**config.mk**
```make
export PLATFORM = sky130hd
export DESIGN_NAME = des_sbox_seq
export DESIGN_NICKNAME = d
export VERILOG_FILES = /design/src/rtl/des_pkg.sv /design/src/rtl/des_sbox_rom.sv /design/src/rtl/des_sbox_seq.sv
export SDC_FILE = /design/constraint.sdc
export NUM_CORES = 1
export LEC_CHECK = 0
export CORE_MARGIN = 3
export CORE_UTILIZATION = 55
export CTS_CLUSTER_DIAMETER = 120
export DETAILED_ROUTE_END_ITERATION = 10
export HOLD_SLACK_MARGIN = 0.05
export PLACE_DENSITY = 0.78
export SKIP_CTS_REPAIR_TIMING = 1
export SYNTH_ARGS = -nofsm -noshare
export SYNTH_HDL_FRONTEND = slang
export SYNTH_SLANG_ARGS = --single-unit
```
**constraint.sdc**
```tcl
create_clock -name clk -period 15.1 [get_ports clk]
set_clock_uncertainty 0.2 [all_clocks]
set_input_delay 1.51 -clock clk [delete_from_list [all_inputs] [get_ports clk]]
set_output_delay 1.51 -clock clk [all_outputs]
set_load 0.01 [all_outputs]
```
**src/rtl/des_pkg.sv**
```systemverilog
// Shared constants and helpers for the time-multiplexed DES S-box layer:
// S1..S8 tables, P permutation indices, FSM states and the lookup function.
package des_pkg;

    typedef enum logic [1:0] {IDLE, RUN, DONE} state_e;

    // One 256-bit row-major table per S-box; entry 0 (row 0, column 0) sits in the top nibble.
    localparam logic [0:7][255:0] SBOX_TAB = {
        256'hE4D12FB83A6C5907_0F74E2D1A6CB9538_41E8D62BFC973A50_FC8249175B3EA06D,
        256'hF18E6B34972DC05A_3D47F28EC01A69B5_0E7BA4D158C6932F_D8A13F42B67C05E9,
        256'hA09E63F51DC7B428_D709346A285ECBF1_D6498F30B12C5AE7_1AD069874FE3B52C,
        256'h7DE3069A1285BC4F_D8B56F03472C1AE9_A690CB7DF13E5284_3F06A1D8945BC72E,
        256'h2C417AB6853FD0E9_EB2C47D150FA3986_421BAD78F9C5630E_B8C71E2D6F09A453,
        256'hC1AF92680D34E75B_AF427C9561DE0B38_9EF528C3704A1DB6_432C95FABE17608D,
        256'h4B2EF08D3C975A61_D0B7491AE35C2F86_14BDC37EAF680592_6BD814A7950FE23C,
        256'hD2846FB1A93E50C7_1FD8A374C56B0E92_7B419CE206ADF358_21E74A8DFC90356B
    };

    // Zero-based P source positions, MSB-first numbering (bit 0 = out_q[31]).
    localparam logic [0:31][4:0] P_IDX = {
        5'd15, 5'd6,  5'd19, 5'd20, 5'd28, 5'd11, 5'd27, 5'd16,
        5'd0,  5'd14, 5'd22, 5'd25, 5'd4,  5'd17, 5'd30, 5'd9,
        5'd1,  5'd7,  5'd23, 5'd13, 5'd31, 5'd26, 5'd2,  5'd8,
        5'd18, 5'd12, 5'd29, 5'd5,  5'd21, 5'd10, 5'd3,  5'd24
    };

    function automatic logic [3:0] sbox_lookup(input logic [2:0] sel, input logic [5:0] b);
        logic [5:0] idx;
        idx = {b[5], b[0], b[4:1]};
        return SBOX_TAB[sel][(63 - int'(idx)) * 4 +: 4];
    endfunction

    function automatic logic [31:0] p_perm(input logic [31:0] x);
        logic [31:0] y;
        y = '0;
        for (int i = 0; i < 32; i++) y[31 - i] = x[31 - int'(P_IDX[i])];
        return y;
    endfunction

endpackage

```
**src/rtl/des_sbox_rom.sv**
```systemverilog
// Single combinational S-box: sel picks S1..S8 (0..7), addr is the 6-bit input.
module des_sbox_rom
    import des_pkg::*;
(
    input  logic [2:0] sel,
    input  logic [5:0] addr,
    output logic [3:0] dout
);

    assign dout = sbox_lookup(sel, addr);

endmodule

```
**src/rtl/des_sbox_seq.sv**
```systemverilog
// Sequential DES S-box layer, LANES S-boxes per cycle, valid/ready on both sides.
// Define DES_SBOX_PERM_EN to route the result through the DES P permutation.
module des_sbox_seq
    import des_pkg::*;
#(
    parameter int LANES = 2
) (
    input  logic        clk,
    input  logic        rst,
    input  logic        in_valid,
    output logic        in_ready,
    input  logic [47:0] in_data,
    output logic        out_valid,
    input  logic        out_ready,
    output logic [31:0] out_data,
    output logic        busy
);

    localparam int STEPS = 8 / LANES;
    localparam int SW    = (STEPS > 1) ? $clog2(STEPS) : 1;

    if (!(LANES == 1 || LANES == 2 || LANES == 4 || LANES == 8)) begin : g_bad_lanes
        $fatal(1, "des_sbox_seq: LANES must be 1, 2, 4 or 8");
    end

    state_e        state_q;
    logic [47:0]   in_q;
    logic [31:0]   out_q, out_d;
    logic [SW-1:0] step_q;
    logic          in_ready_q, out_valid_q, busy_q;

    logic [2:0] lane_sel  [LANES];
    logic [5:0] lane_addr [LANES];
    logic [3:0] lane_dout [LANES];

    for (genvar i = 0; i < LANES; i++) begin : g_lane
        assign lane_sel[i]  = 3'(int'(step_q) * LANES + i);
        assign lane_addr[i] = in_q[(7 - int'(lane_sel[i])) * 6 +: 6];
        des_sbox_rom u_rom (
            .sel  (lane_sel[i]),
            .addr (lane_addr[i]),
            .dout (lane_dout[i])
        );
    end

    always_comb begin
        out_d = out_q;
        for (int i = 0; i < LANES; i++) out_d[(7 - int'(lane_sel[i])) * 4 +: 4] = lane_dout[i];
    end

    always_ff @(posedge clk) begin
        if (rst) begin
            state_q     <= IDLE;
            in_q        <= '0;
            out_q       <= '0;
            step_q      <= '0;
            in_ready_q  <= 1'b1;
            out_valid_q <= 1'b0;
            busy_q      <= 1'b0;
        end else begin
            case (state_q)
                IDLE: if (in_valid) begin
                    in_q       <= in_data;
                    step_q     <= '0;
                    state_q    <= RUN;
                    in_ready_q <= 1'b0;
                    busy_q     <= 1'b1;
                end
                RUN: begin
                    out_q <= out_d;
                    if (step_q == SW'(STEPS - 1)) begin
                        state_q     <= DONE;
                        out_valid_q <= 1'b1;
                    end else begin
                        step_q <= step_q + 1'b1;
                    end
                end
                DONE: if (out_ready) begin
                    state_q     <= IDLE;
                    out_valid_q <= 1'b0;
                    in_ready_q  <= 1'b1;
                    busy_q      <= 1'b0;
                end
                default: state_q <= IDLE;
            endcase
        end
    end

    assign in_ready  = in_ready_q;
    assign out_valid = out_valid_q;
    assign busy      = busy_q;

`ifdef DES_SBOX_PERM_EN
    assign out_data = p_perm(out_q);
`else
    assign out_data = out_q;
`endif

endmodule

```
==> flow_summary.yaml <==
run_status:
  status: "finished, final reports clean"
drt:
  first_pass_iters: 8
  drc_errors: 0
  wire_per_inst_um: 21.68
  num_vias: 8912
  wl_mm: 27.95
  avgViaCountPerCell: 6.914
  dr.first_iter.drc_count: 1495
  ant_nets: 0
floorplanning:
  core_um2: 13510
  start_util_pct: 57.41
  die-area_um2: 15560
  io-pin-count: 87
  die_x_um: 124.7
  num_rows: 42
  die_h_um: 124.7
setup_path:
  cp.required_ns: 15.13
  cp_common_cell: "buf_4"
  cp_slowest_cell: "buf_4"
  worstSetupEndpointType: "register"
  worstPathMaxFanout: 56
  critPathMaxStageDelay_ns: 0.60
  critPathLaunchType: "register"
  cp_data_arrival_time_ns: 5.45
  crit_type: "register to register"
  cp_cell_sequence: "inv_2 > ha_2 > buf_4 > mux2i_1 > mux4_2 > a2bb2oi_4 > buf_4 > inv_4 > nand3_2 > nand2_1 > o221ai_1 > a221oi_1 > o2bb2ai_1 > a211oi_2 > o21ai_1"
finish:
  layout_common_cells: "230 x nand2_1, 117 x a21oi_1, 86 x nor2_1, 86 x dfxtp_1, 85 x clkdlybuf4s50_1"
  drive_gt1_share_pct: 8.446
  final_common_cell: "nand2_1"
  final_util_pct: 65.25
  areaGrowthSynthToFinish_pct: 13.65
  fin_nets: 1178
  num_antenna_cells: 0
timing:
  setup_violations: 0
  finalHoldViolations: 0
  relSlewSlack_pct: 34.15
  max_freq_mhz: 184.4
  finalCriticalPeriod_ns: 5.423
  rsz0062_at_grt: "no"
  worst_pin_slew_ns: 0.9855
  post-route-period-util_pct: 35.92
  setup_ws_ns: 9.677
  setup_tns_ns: 0
  holdWs_ns: 0.2493
  final_max_slew_viol_count: 0
power:
  irDropWorstVdd_uv: 63.30
  p_int_uw: 514.4
  switching_share_pct: 39.58
  switching_power_uw: 336.9
  power.leakage_nw: 3.087
  power.density_nw_per_um2: 96.61
  seqPwrFrac_pct: 29.6
  combPwrFrac_pct: 41.8
  power_frac_clock_pct: 28.6
worst_hold_path:
  min_path_type: "register to register"
clock_network:
  cts_root_buf: "clkbuf_16"
  cts_tree: "built"
  cts_buffers: 9
  cts_htree_levels: 3
  clkLatencyLatePin_ns: 0.35
  cts_num_sinks: 87
  cts_buffer_depth: 2
  clk_pin_slew_ns: 0.07
global_route:
  antenna_found_initial: 0
  grt_pass1_vias: 8234
  grt.overflow.total: 0
  grt_pass1_wl_mm: 44.75
  grt_max_degree: 62
  grtUsageTotal_pct: 34.77
run:
  max_cap_viol_count: 0
synth:
  yosysWarnings: 0
  ys_types: 87
  synth_cells: 1093
  ys_seq_area_share_pct: 22.46
  avgSynthCellArea_um2: 7.094
  synth_top_cell_area_share_pct: 22.46
  ys_seq_elements: 87
  yosysTopAreaCell: "dfxtp_1"
  synthesis.nets: 1162
  synthFlopType: "dfxtp_1"
  synthTopCellsByArea: "dfxtp_1 22%, nand2_1 11%, a21oi_1 7.6%"
  synth_edf_count: 0
  synth-async-reset-ratio_pct: 0
  synth_area_um2: 7754
placed_design:
  port_buffers: 86
  gp_congestion: 0.9961
  dp_slack_ns: 9.834
  dp_hpwl_mm: 18.93
Yosys cell counts, types with 8 or more instances:
library cell	number
o22ai_1	9
mux4_2	16
nor2_1	87
a21oi_1	117
mux2i_1	20
ha_1	17
a31oi_1	20
nand3_1	20
nor3_1	21
a32o_1	8
o211ai_1	29
buf_4	9
inv_1	11
nand4_1	10
o221ai_1	10
o21ai_1	24
xnor2_1	8
a211oi_1	20
buf_2	26
buf_1	10
clkbuf_1	49
o21ai_0	69
nand2_1	230
dfxtp_1	87
layout make-up:
type	instances	area, um^2
clock buffers	9	225.2
clock inverters	6	92.59
fillers	1257	4693
inverters	19	75.07
multi-input cells	886	5450
flip-flops and latches	87	1743
well taps	176	220.2
repair buffers	106	1006
final timing paths:
kind          startpoint           to  cells after the start  slack [ns]
max            step_q[0]  out_data[2]                     15        9.68
min reg2reg  out_data[8]  out_data[8]                      2        0.25
min          out_data[8]  out_data[8]                      2        0.25
max reg2reg    step_q[0]  out_data[2]                     15        9.68
metrics by stage:
step	cell area (um^2)	std cells	power [mW]
2_1_floorplan	7754	1093	0.5101
3_3_place_gp	8494	1274	0.6009
3_5_place_dp	8494	1274	0.5986
4_1_cts	8812	1289	0.8396
5_1_grt	8812	1289	0.8885
6_report	8812	1289	0.8513
per-layer routing:
metal	vias to the layer above	wire, um	GRT usage, %
met4	0	1269	16.18
met1	4107	11670	48.49
met3	123	3111	8.748
li1	4077	-	-
met5	-	0	0
met2	605	11890	50.19
registers in the layout (all words and copies together) (netlist names):
signal / cells
busy: 1
out_valid: 1
state_q: 2
step_q: 2
in_ready: 1
out_data: 32
in_q: 48
cell families (layout without fill, tap and decap cells):
| logic type | count (synthesis) | after routing | share of synthesized area (%) |
|---|---|---|---|
| flip-flops | 87 | 87 | 22.46 |
| XOR/XNOR | 8 | 8 | 0.9037 |
| AO/OA/AOI/OAI | 403 | 403 | 35.02 |
| AND/OR/NAND/NOR | 415 | 415 | 23.14 |
| buffers and inverters | 120 | 140 | 7.439 |
| multiplexers | 43 | 43 | 8.294 |
| adder cells (fa/ha/maj) | 17 | 17 | 2.743 |
critical path, delay by kind of cell (launching register included):
family | cells | cell delay [ns]
flops | 1 | 0.32
fa+ha+maj | 1 | 0.39
simple gates | 2 | 0.49
mux | 2 | 0.82
buf+inv | 4 | 1.73
compound gates | 6 | 1.29
power by group through the flow:
stage                     sequential, mW  clock, mW  combinational (mW)
after floorplan                    0.255          0               0.256
after global placement             0.257          0               0.344
after detailed placement           0.257          0               0.342
after CTS                          0.252      0.244               0.344
after global routing               0.254      0.251               0.383
final                              0.252      0.243               0.356
Power figures use the tool's default switching activity.
